==> src/rtl/debounce_pkg.sv <==
// Shared types and LFSR helper for the bounce emulator and debouncer family.
package debounce_pkg;

  localparam int unsigned LfsrWidth = 16;

  typedef enum logic [1:0] {
    StIdle,
    StBounce,
    StSettle
  } bounce_state_e;

  // 16-bit Fibonacci step, taps 16/14/13/11; a non-zero state never maps to zero.
  function automatic logic [LfsrWidth-1:0] lfsr16_next(input logic [LfsrWidth-1:0] l);
    return {l[14:0], l[15] ^ l[13] ^ l[12] ^ l[10]};
  endfunction

endpackage

==> src/rtl/tick_gen.sv <==
// Sample-period prescaler: one-cycle tick every PrescaleMax cycles, restartable via clr_i.
module tick_gen #(
  parameter int unsigned PrescaleMax = 10
) (
  input  logic clk_i,
  input  logic rst_i,
  input  logic clr_i,
  output logic tick_o
);

  localparam int unsigned CntW = (PrescaleMax > 1) ? $clog2(PrescaleMax) : 1;

  logic [CntW-1:0] cnt_q, cnt_d;

  assign tick_o = (cnt_q == CntW'(PrescaleMax - 1));

  always_comb begin
    cnt_d = cnt_q + 1'b1;
    if (clr_i || tick_o) begin
      cnt_d = '0;
    end
  end

  always_ff @(posedge clk_i or posedge rst_i) begin
    if (rst_i) begin
      cnt_q <= '0;
    end else begin
      cnt_q <= cnt_d;
    end
  end

endmodule

==> src/rtl/bounce_gen.sv <==
// Switch-bounce emulator: each change of level_i yields a pseudo-random burst on sw_o,
// followed by a stable settle interval and a done pulse.
module bounce_gen
  import debounce_pkg::*;
#(
  parameter int unsigned ClkRate     = 100_000_000,
  parameter int unsigned Baud        = 10_000_000,
  parameter int unsigned BounceTicks = 8,
  parameter int unsigned SettleTicks = 4,
  parameter logic [15:0] LfsrSeed    = 16'hACE1
) (
  input  logic clk_i,
  input  logic rst_i,
  input  logic level_i,
  output logic sw_o,
  output logic busy_o,
  output logic done_tick_o
);

  localparam int unsigned PrescaleMax = ClkRate / Baud;
  localparam int unsigned BcntW = (BounceTicks > 1) ? $clog2(BounceTicks) : 1;
  localparam int unsigned ScntW = (SettleTicks > 1) ? $clog2(SettleTicks) : 1;
  localparam logic [LfsrWidth-1:0] SeedEff = (LfsrSeed == '0) ? 16'h0001 : LfsrSeed;

  if (PrescaleMax < 2) begin : g_bad_prescale
    $error("bounce_gen: ClkRate/Baud must be at least 2");
  end
  if (BounceTicks < 1) begin : g_bad_bounce
    $error("bounce_gen: BounceTicks must be at least 1");
  end
  if (SettleTicks < 1) begin : g_bad_settle
    $error("bounce_gen: SettleTicks must be at least 1");
  end

  bounce_state_e        state_q;
  logic                 target_q;
  logic [LfsrWidth-1:0] lfsr_q;
  logic [BcntW-1:0]     bcnt_q;
  logic [ScntW-1:0]     scnt_q;
  logic                 sw_q, busy_q, done_q;
  logic                 tick;
  logic                 restart;

  // A differing request both starts a burst from idle and restarts one in flight.
  assign restart = (level_i != target_q);

  tick_gen #(
    .PrescaleMax(PrescaleMax)
  ) u_tick_gen (
    .clk_i (clk_i),
    .rst_i (rst_i),
    .clr_i (restart),
    .tick_o(tick)
  );

  always_ff @(posedge clk_i or posedge rst_i) begin
    if (rst_i) begin
      state_q  <= StIdle;
      target_q <= 1'b0;
      lfsr_q   <= SeedEff;
      bcnt_q   <= '0;
      scnt_q   <= '0;
      sw_q     <= 1'b0;
      busy_q   <= 1'b0;
      done_q   <= 1'b0;
    end else begin
      done_q <= 1'b0;
      if (restart) begin
        // sw_q is left alone: the bouncy output only moves on ticks.
        target_q <= level_i;
        bcnt_q   <= '0;
        scnt_q   <= '0;
        busy_q   <= 1'b1;
        state_q  <= StBounce;
      end else begin
        case (state_q)
          StBounce: begin
            if (tick) begin
              lfsr_q <= lfsr16_next(lfsr_q);
              if (bcnt_q == BcntW'(BounceTicks - 1)) begin
                sw_q    <= target_q;
                scnt_q  <= '0;
                state_q <= StSettle;
              end else begin
                sw_q   <= lfsr_q[15];
                bcnt_q <= bcnt_q + 1'b1;
              end
            end
          end
          StSettle: begin
            sw_q <= target_q;
            if (tick) begin
              if (scnt_q == ScntW'(SettleTicks - 1)) begin
                done_q  <= 1'b1;
                busy_q  <= 1'b0;
                state_q <= StIdle;
              end else begin
                scnt_q <= scnt_q + 1'b1;
              end
            end
          end
          default: begin
            sw_q    <= target_q;
            state_q <= StIdle;
          end
        endcase
      end
    end
  end

  assign sw_o        = sw_q;
  assign busy_o      = busy_q;
  assign done_tick_o = done_q;

endmodule

==> config.mk <==
export PLATFORM = sky130hd
export DESIGN_NAME = bounce_gen
export DESIGN_NICKNAME = d
export VERILOG_FILES = /design/src/rtl/debounce_pkg.sv /design/src/rtl/tick_gen.sv /design/src/rtl/bounce_gen.sv
export SDC_FILE = /design/constraint.sdc
export NUM_CORES = 1
export LEC_CHECK = 0
export CORE_MARGIN = 2
export CORE_UTILIZATION = 50
export CTS_BUF_LIST = sky130_fd_sc_hd__clkbuf_8 sky130_fd_sc_hd__clkbuf_16
export DETAILED_ROUTE_END_ITERATION = 8
export GPL_TIMING_DRIVEN = 0
export PLACE_DENSITY = 0.73
export SETUP_SLACK_MARGIN = 0.2
export SYNTH_ARGS = -nofsm -noshare
export SYNTH_HDL_FRONTEND = slang
export SYNTH_SLANG_ARGS = --single-unit
==> constraint.sdc <==
create_clock -name clk_i -period 2.1 [get_ports clk_i]
set_input_delay 0.21 -clock clk_i [delete_from_list [all_inputs] [get_ports clk_i]]
set_output_delay 0.21 -clock clk_i [all_outputs]
set_load 0.02 [all_outputs]
==> impl_metrics.tcl, run 1 <==
set metrics [dict create \
    fp.dieW_um 56.5 \
    hp-class "register to register" \
    grt_use_total 0.144 \
    synth.avg_cell_area_um2 12.8 \
    n_antenna_cell 0 \
    drive_gt1_frac 0.383 \
    max-vdd-ir-drop_mv 0.693 \
    clk_pin_slew_worst_paths_ns 0.06 \
    initial_core_util 0.513 \
    crit_path_end_kind "register" \
    syn_area_um2 1380 \
    tightest_slew_ns 1.12 \
    numCtsBuffers 5 \
    first_pass_iters 4 \
    cap_violations 0 \
    cp_num_buf_inv 3 \
    p_total_mw 1.28 \
    crit_chain "inv_1 > ha_2 > and3b_1 > buf_6 > nand2_4 > nor2_4 > clkbuf_16 > mux2_2" \
    outcome "complete, no violations" \
    crit_type "register to register" \
    dp_hpwl_um 1360 \
    yosysWarnings 0 \
    antenna_found_initial 0 \
    cts_buffer_depth 2 \
    stdcell_count 164 \
    insertion_delay_ns 0.29 \
    syn_to_final_growth_pct 24.3 \
    fin_crit_sh 0.888 \
    cts.sinks 31 \
    drt_iter0_markers 12 \
    synth_cell_types 29 \
    grt_pass1_vias 821 \
    syn_nets 116 \
    fin_setup_tns_ns 0 \
    grt_setup_unrepaired "yes" \
    port_buffers 5 \
    cts_tree "yes" \
    overflow 0 \
    critPathRequiredTime_ns 2.32 \
    critPathLaunchType "register" \
    dp_slack_ns 0.0610 \
    dieArea_um2 3190 \
    crit_path_max_incr_delay_ns 0.39 \
    cts_max_level 2 \
    synth_seq_cells 31 \
    postRouteAntennaNets 0 \
    cp_max_fo 8 \
    cpLargestDelayFamily "simple AND/OR/NAND/NOR gates" \
    cp_slowest_cell "dfrtp_1" \
    p_leak_nw 0.833 \
    core_area_um2 2690 \
    p_per_area_nw_per_um2 749 \
    slew_headroom 0.250 \
    fin_skew_ns 0.00897 \
    via_per_inst 5.13 \
    grt_pass1_wl_um 3440 \
    maxSlewViolCount 0 \
    fin_ws_ns 0.235 \
    seq_area_um2 786 \
    place_inst 144 \
    hold_viol_final 0 \
    multi_input_area_um2 577 \
    fin_crit_ns 1.86 \
    syn-instance-count 108 \
    fillers 194 \
    fp.dieH_um 56.5 \
    clockRootBuffer "clkbuf_8" \
    grt_start_max_net_pins 32 \
    ys_seq_area_frac 0.570 \
    ios 6 \
    crit_arrival_ns 2.08 \
    rows 19 \
    gp_congestion 0.698 \
    wl_per_cell_um 13.1 \
    routed_wl_um 2150 \
    setup_viol_count_final 0 \
    drc 0 \
    vias 841 \
    fmax_mhz 536 \
    fin_nets 140 \
]
## report_power, final
| part | internal, mW | leakage, nW | switching (mW) |
|---|---|---|---|
| clock network | 0.383 | 0.0612 | 0.222 |
| registers | 0.610 | 0.388 | 0.0111 |
| logic | 0.0229 | 0.384 | 0.0352 |
## flip-flops by register name (all words and copies together) (netlist names)
name,flops
bcnt_q,3
busy_o,1
done_tick_o,1
lfsr_q,16
scnt_q,2
state_q,2
sw_o,1
target_q,1
u_tick_gen.cnt_q,4
## final cells by class
| cell class | count | share of cell area |
|---|---|---|
| Inverter | 2 | 0.00438 |
| Tap cell | 31 | 0.0226 |
| Clock buffer | 6 | 0.0482 |
| Multi-Input combinational cell | 72 | 0.336 |
| Buffer | 3 | 0.0175 |
| Timing Repair Buffer | 17 | 0.0920 |
| Sequential cell | 31 | 0.458 |
| Clock inverter | 2 | 0.0204 |
## cells by family (layout without fill, tap and decap cells)
kind of cell | count (synthesis) | in the layout | synth area share
simple gates | 33 | 33 | 0.132
flops | 31 | 31 | 0.570
mux | 17 | 17 | 0.138
compound gates | 9 | 9 | 0.0345
xor+xnor | 8 | 8 | 0.0563
fa+ha+maj | 5 | 5 | 0.0454
buf+inv | 5 | 30 | 0.0245
## placed cells by master (no fill, tap or decap)
cell             instances
dfrtp_1                 23
mux2_2                  12
buf_4                   11
nor2_1                   9
dfstp_2                  8
nand2_1                  7
clkbuf_8                 6
nand3_1                  5
a21oi_1                  5
clkdlybuf4s50_1          5
mux2_4                   4
xor2_1                   4
ha_1                     4
xnor2_1                  3
o21ai_0                  3
and3b_1                  2
inv_1                    2
nand2b_2                 1
xnor2_2                  1
buf_6                    1
nand2_4                  1
nor2_4                   1
buf_8                    1
clkbuf_1                 1
nor3b_1                  1
nand2b_1                 1
or4_1                    1
nand3b_1                 1
and2_1                   1
a21o_1                   1
mux2i_1                  1
or3_1                    1
nand4_1                  1
ha_2                     1
bufinv_16                1
clkinv_2                 1
clkbuf_16                1
## cell usage after synthesis
| library cell | n | area share |
|---|---|---|
| xnor2_2 | 1 | 0.012 |
| nand3b_1 | 1 | 0.0054 |
| nor2_4 | 1 | 0.0082 |
| inv_1 | 2 | 0.0054 |
| nand2b_2 | 1 | 0.0064 |
| mux2i_1 | 1 | 0.0073 |
| buf_4 | 1 | 0.0054 |
| or3_1 | 1 | 0.0045 |
| buf_8 | 1 | 0.011 |
| dfrtp_1 | 23 | 0.42 |
| dfstp_2 | 8 | 0.15 |
| or4_1 | 1 | 0.0054 |
| nand2b_1 | 1 | 0.0045 |
| clkbuf_1 | 1 | 0.0027 |
| xor2_1 | 4 | 0.025 |
| nor3b_1 | 1 | 0.0054 |
| and3b_1 | 2 | 0.013 |
| and2_1 | 1 | 0.0045 |
| nand3_1 | 5 | 0.018 |
| nand4_1 | 1 | 0.0045 |
| nand2_1 | 7 | 0.019 |
| nor2_1 | 9 | 0.024 |
| xnor2_1 | 3 | 0.019 |
| a21o_1 | 1 | 0.0054 |
| ha_1 | 5 | 0.045 |
| o21ai_0 | 3 | 0.011 |
| nand2_4 | 1 | 0.0082 |
| mux2_2 | 16 | 0.13 |
| a21oi_1 | 5 | 0.018 |
## routing by layer
metal	up-vias	global-route usage	wire, µm
li1	412	-	-
met3	6	0.0737	104
met4	0	0.0748	37
met2	13	0.223	1020
met5	-	0	0
met1	410	0.162	989
## final timing paths
path,slack [ns],startpoint,depth (start not counted),end
min in group asynchronous,0.51,rst_i,2,scnt_q[1]
worst min register to register,0.48,sw_o,2,sw_o
worst max-delay path,0.24,u_tick_gen.cnt_q[1],8,lfsr_q[5]
worst max register to register,0.24,u_tick_gen.cnt_q[1],8,lfsr_q[5]
max in group asynchronous,0.91,rst_i,2,u_tick_gen.cnt_q[1]
worst min-delay path,0.48,sw_o,2,sw_o
## stage by stage
stage	util	cell area, µm²	hold WS (ns)
after floorplan	-	1380	0.308
after global placement	0.546	1470	0.470
after detailed placement	0.546	1470	0.477
after CTS	0.590	1590	0.491
after global routing	0.638	1710	0.528
final	0.638	1710	0.484
## tightest hold or removal path, delay by kind of cell (launching register included)
family          cells  cell delay (ns)
flops               1             0.34
compound gates      1             0.06
simple gates        1             0.04
## what timing repair did
item | in CTS | in global routing
buffers inserted | 0 | 11
endpoints found under the setup margin | 0 | 9
resized for setup | 0 | 6
hold buffers | 0 | 0
Note: power is estimated with default switching activity, not from simulation.
==> run 2: changes to the inputs <==
Settings changed: CORE_ASPECT_RATIO from default to 1.75, PLACE_DENSITY 0.73 to 0.75.
Clock period 2.1 ns to 1.66 ns, I/O delays scaled along.
==> run 2 against run 1 <==
Net effect:
- the flow now finishes with violations (setup timing)
- critical path type unchanged
- count of clock-buffer cells in the layout shrank 1
- final cell count shrank 3.0%
- clock power shrank 11%
- register-to-register slack lost 0.28 ns
- maximum frequency grew 9.6%
- critical endpoint is now lfsr_q[1]
- setup slack lost 0.28 ns
- highest routed layer unchanged
- non-clock buffer count shrank 1
- sequential power grew 26%
- clock skew grew 0.00075 ns
- design area grew 3.4%
- power grew 12%
- critical path depth is the same
==> impl_metrics.tcl, run 2 (synthesis gave the netlist of run 1 again) <==
set metrics [dict create \
    hold_viol_final 0 \
    slew_headroom 0.242 \
    hp-class "primary input to async pin" \
    p_per_area_nw_per_um2 808 \
    grt_setup_unrepaired "yes" \
    hold_slack_ns 0.480 \
    r2r_setup_slack_ns -0.04 \
    critPathLaunchType "register" \
    port_buffers 5 \
    fp.dieW_um 43.7 \
    setup_viol_count_final 14 \
    first_pass_iters 4 \
    cp_slowest_cell "dfrtp_1" \
    stdcell_count 159 \
    power_switching_uw 327 \
    worstRegToRegCells 8 \
    crit_chain "inv_1 > ha_2 > and3b_1 > buf_6 > nand2_4 > nor2_4 > buf_8 > mux2_4" \
    cap_violations 0 \
    clockRootBuffer "clkbuf_8" \
    combinationalPowerShare 0.075 \
    hold_buffers 0 \
    ios 6 \
    drt_iter0_markers 12 \
    timing.rr.end "lfsr_q[1]" \
    overflow 0 \
    rr_startpoint "u_tick_gen.cnt_q[1]" \
    p_leak_nw 0.828 \
    antenna_found_initial 0 \
    drive_gt1_frac 0.424 \
    fin_nets 139 \
    crit_path_max_incr_delay_ns 0.38 \
    insertion_delay_ns 0.28 \
    grt_use_total 0.181 \
    routed_wl_um 2460 \
    fin_ws_ns -0.0408 \
    p_int_mw 1.11 \
    dieArea_um2 3210 \
    postRouteAntennaNets 0 \
    drc 0 \
    cp_max_fo 5 \
    clk_pin_slew_worst_paths_ns 0.06 \
    via_per_inst 5.46 \
    vias 868 \
    violations "setup timing" \
    dp_hpwl_um 1490 \
    fin_crit_sh 1.02 \
    fin_skew_ns 0.00972 \
    tightest_slew_ns 1.14 \
    grt_pass1_vias 922 \
    critPathRequiredTime_ns 1.81 \
    grt_pass1_wl_um 4230 \
    cts_buffer_depth 2 \
    grt-busiest-layer "met2" \
    largest_register_ffs 16 \
    fp.dieH_um 73.5 \
    fmax_mhz 588 \
    final_common_cell "dfrtp_1" \
    dp_slack_ns -0.351 \
    wl_per_cell_um 15.4 \
    final_cell_mix "dfrtp_1 (23), mux2_4 (16), nor2_1 (8), dfstp_2 (8), buf_4 (7)" \
    dpl_cell_area_um2 1470 \
    syn_to_final_growth_pct 28.5 \
    p_clk_frac 0.378 \
    fin_area_um2 1770 \
    seqPwrFrac 0.548 \
    use_met3 0.0516 \
    crit_arrival_ns 1.86 \
    reg.largest.list "lfsr_q x16, u_tick_gen.cnt_q x4, bcnt_q x3" \
    cts.sinks 31 \
    gp_congestion 0.806 \
    outcome "finished with violations" \
    cts_tree "yes" \
    core_area_um2 2660 \
    met2_usage 0.307 \
    numCtsBuffers 5 \
    rows 25 \
    crit_path_end_kind "register" \
    fin_crit_ns 1.70 \
    maxSlewViolCount 0 \
    initial_core_util 0.519 \
    crit_type "register to register" \
    swShare 0.228 \
    n_antenna_cell 0 \
    cts_max_level 2 \
    cp_num_buf_inv 3 \
    top_register "lfsr_q" \
    cpLargestDelayFamily "simple AND/OR/NAND/NOR gates" \
    use_met1 0.209 \
    grt_start_max_net_pins 32 \
    place_inst 140 \
    max-vdd-ir-drop_mv 0.631 \
]
[run 2: cell types whose count changed in the layout (fill, tap and decap cells not counted), sizes merged]
cell | before | now
buf | 13 | 12
bufinv | 1 | 0
clkbuf | 8 | 7
inv | 2 | 4
[run 2: final cells by class]
type                            instances  area [µm²]
Inverter                                2        7.51
Buffer                                  3        30.0
Multi-Input combinational cell         72         672
Tap cell                               27        33.8
Clock inverter                          3        12.5
Clock buffer                            5        68.8
Timing Repair Buffer                   16         161
Sequential cell                        31         786
Fill cell                             188         887
[run 2: power by group through the flow]
stage               sequential (mW)  clock (mW)  combinational (mW)
floorplan                     0.797           0              0.0491
global placement              0.796           0              0.0684
detailed placement            0.798           0              0.0720
CTS                           0.784       0.554              0.0932
global route                  0.786       0.594               0.121
finish                        0.784       0.541               0.107
[run 2: what timing repair did]
| item | CTS | global route |
|---|---|---|
| gates resized for setup | 24 | 7 |
| endpoints found under the hold margin | 0 | 0 |
| setup buffers | 8 | 2 |
| setup endpoints to repair | 21 | 25 |
| cloned | 1 | 0 |
| pin swaps | 6 | 3 |
[run 2: stage by stage]
step	util	TNS, ns	total power [mW]
2_1_floorplan	-	-0.154	0.846
3_3_place_gp	0.554	-3.96	0.865
3_5_place_dp	0.554	-4.56	0.870
4_1_cts	0.655	-0.784	1.43
5_1_grt	0.666	-1.93	1.50
6_report	0.666	-0.389	1.43
[run 2: how the worst max path moves through the flow]
stage,startpoint,end,slack [ns],cells after the start
6_report,u_tick_gen.cnt_q[1],lfsr_q[1],-0.04,8
4_1_cts,u_tick_gen.cnt_q[1],lfsr_q[1],-0.08,8
3_5_place_dp,level_i,lfsr_q[4],-0.35,6
2_1_floorplan,u_tick_gen.cnt_q[1],lfsr_q[1],-0.03,8
5_1_grt,u_tick_gen.cnt_q[1],lfsr_q[1],-0.13,8
3_3_place_gp,level_i,lfsr_q[3],-0.32,6
[run 2: per-layer routing]
metal | share of wire | vias up
li1 | - | 410
met1 | 0.38 | 439
met2 | 0.58 | 15
met3 | 0.026 | 4
met4 | 0.017 | 0
met5 | 0 | -
==> run 3: changes to the inputs <==
Settings changed: DONT_BUFFER_PORTS from default to 1, PLACE_DENSITY 0.75 to 0.73.
==> run 3 against run 2 <==
Net effect:
- the run still ends with setup timing left
- die area did not move
- wire length is 2.5% higher
- clock power up 16%
- critical path depth up 1
- count of clock-buffer cells in the layout grew 2
- design area is 1.3% lower
- setup slack worse by 0.026 ns
- worst hold slack worse by 0.41 ns
- sequential power is essentially flat
- global-route usage rose by 1.2 points
- final cell count down 2.5%
- combinational power shrank 21%
- critical endpoint is now lfsr_q[0]
- highest routed layer unchanged
==> impl_metrics.tcl, run 3 (synthesis gave the netlist of run 1 again) <==
set metrics [dict create \
    grt_pass1_vias 982 \
    fp.dieH_um 73.5 \
    utilization 0.658 \
    grt_setup_unrepaired "yes" \
    drc 0 \
    cts_buffer_depth 2 \
    cap_violations 0 \
    power_switching_uw 320 \
    top_register "lfsr_q" \
    crit_path_end_kind "register" \
    routed_wl_um 2520 \
    ios 6 \
    fin_crit_ns 1.73 \
    p_per_area_nw_per_um2 857 \
    p_int_mw 1.18 \
    fillers 189 \
    clockRootBuffer "clkbuf_8" \
    antenna_found_initial 0 \
    fmax_mhz 579 \
    fin_nets 135 \
    hp-class "primary input to async pin" \
    final_common_cell "dfrtp_1" \
    n_antenna_cell 0 \
    violations "setup timing" \
    max-vdd-ir-drop_mv 0.637 \
    dp_slack_ns -0.172 \
    p_leak_nw 0.817 \
    combinationalPowerShare 0.056 \
    vias 868 \
    fp.dieW_um 43.7 \
    crit_type "register to register" \
    outcome "finished with violations" \
    setup_viol_count_final 16 \
    seqPwrFrac 0.524 \
    overflow 0 \
    fin_area_um2 1750 \
    reg.largest.list "lfsr_q x16, u_tick_gen.cnt_q x4, bcnt_q x3" \
    dieArea_um2 3210 \
    hold_slack_ns 0.0677 \
    dp_hpwl_um 1500 \
    cts_tree "yes" \
    gp_congestion 0.787 \
    critPathRequiredTime_ns 1.87 \
    initial_core_util 0.519 \
    drive_gt1_frac 0.477 \
    dpl_cell_area_um2 1420 \
    first_pass_iters 4 \
    cts.sinks 31 \
    maxSlewViolCount 0 \
    fin_setup_tns_ns -0.805 \
    fin_ws_ns -0.0673 \
    fin_crit_sh 1.04 \
    numCtsBuffers 5 \
    drt_iter0_markers 3 \
    clk_pin_slew_worst_paths_ns 0.06 \
    postRouteAntennaNets 0 \
    core_area_um2 2660 \
    via_per_inst 5.60 \
    tightest_slew_ns 1.14 \
    final_cell_mix "dfrtp_1 (23), mux2_4 (11), nor2_1 (8), dfstp_2 (8)" \
    cp_max_fo 5 \
    worstRegToRegCells 9 \
    swShare 0.213 \
    wl_per_cell_um 16.2 \
    fin_skew_ns 0.00534 \
    syn_to_final_growth_pct 26.9 \
    slew_headroom 0.241 \
    grt_use_total 0.193 \
    grt_start_max_net_pins 32 \
    grt_pass1_wl_um 4410 \
    largest_register_ffs 16 \
    rows 25 \
    cts_max_level 2 \
    critPathLaunchType "register" \
    crit_arrival_ns 1.93 \
    hold_viol_final 0 \
    port_buffers 0 \
    insertion_delay_ns 0.28 \
    p_clk_frac 0.420 \
]
[run 3: changes by cell type in the layout (fill, tap and decap cells not counted), sizes merged]
cell / delta
clkdlybuf4s50: -5
buf: +1
inv: -1
dlygate4sd3: +1
clkinv: -1
clkbuf: +1
[run 3: what timing repair did]
| item | CTS | global route |
|---|---|---|
| cloned | 1 | 0 |
| hold endpoints to repair | 1 | 0 |
| endpoints found under the setup margin | 21 | 25 |
| hold buffers | 1 | 0 |
| pin swaps | 6 | 8 |
| buffers inserted | 10 | 0 |
| resized for setup | 18 | 11 |
[run 3: path summary, 6_finish.rpt]
path / start / endpoint / slack, ns
max in group asynchronous: rst_i / lfsr_q[9] / 0.90
worst max register to register: u_tick_gen.cnt_q[1] / lfsr_q[0] / -0.07
worst min-delay path: rst_i / u_tick_gen.cnt_q[1] / 0.07
min in group clk_i: level_i / state_q[0] / 0.08
worst max-delay path: u_tick_gen.cnt_q[1] / lfsr_q[0] / -0.07
worst min register to register: lfsr_q[4] / lfsr_q[4] / 0.51
[run 3: power groups by stage]
stage / registers, mW / logic [mW] / clock network [mW]
2_1_floorplan: 0.797 / 0.0491 / 0
3_3_place_gp: 0.798 / 0.0586 / 0
3_5_place_dp: 0.800 / 0.0620 / 0
4_1_cts: 0.784 / 0.0854 / 0.656
5_1_grt: 0.786 / 0.0980 / 0.684
6_report: 0.785 / 0.0843 / 0.630
[run 3: stage by stage]
step           std cells  total power [mW]
2_1_floorplan        108             0.846
3_3_place_gp         135             0.857
3_5_place_dp         135             0.862
4_1_cts              155              1.53
5_1_grt              155              1.57
6_report             155              1.50
[run 3: layer usage]
layer | vias to the layer above | share of wire | global-route usage
li1 | 400 | - | -
met1 | 446 | 0.35 | 0.192
met2 | 14 | 0.60 | 0.340
met3 | 8 | 0.027 | 0.0614
met4 | 0 | 0.029 | 0.108
met5 | - | 0 | 0
[run 3: layout make-up]
cell class,count,area [µm²],area share
plain buffers,3,30.0,0.0172
clock buffers,7,96.3,0.0551
clock inverters,1,3.75,0.00215
inverters,2,7.51,0.00429
multi-input cells,72,668,0.382
flip-flops and latches,31,786,0.449
well taps,27,33.8,0.0193
repair buffers,12,124,0.0708
[run 3: worst max-delay path: stages (launching register included)]
cell,delay (ns)
dfrtp_1,0.38
inv_1,0.06
ha_2,0.16
and3b_1,0.17
buf_6,0.12
nand2_4,0.06
nor2_4,0.13
buf_4,0.15
buf_16,0.11
mux2_2,0.32
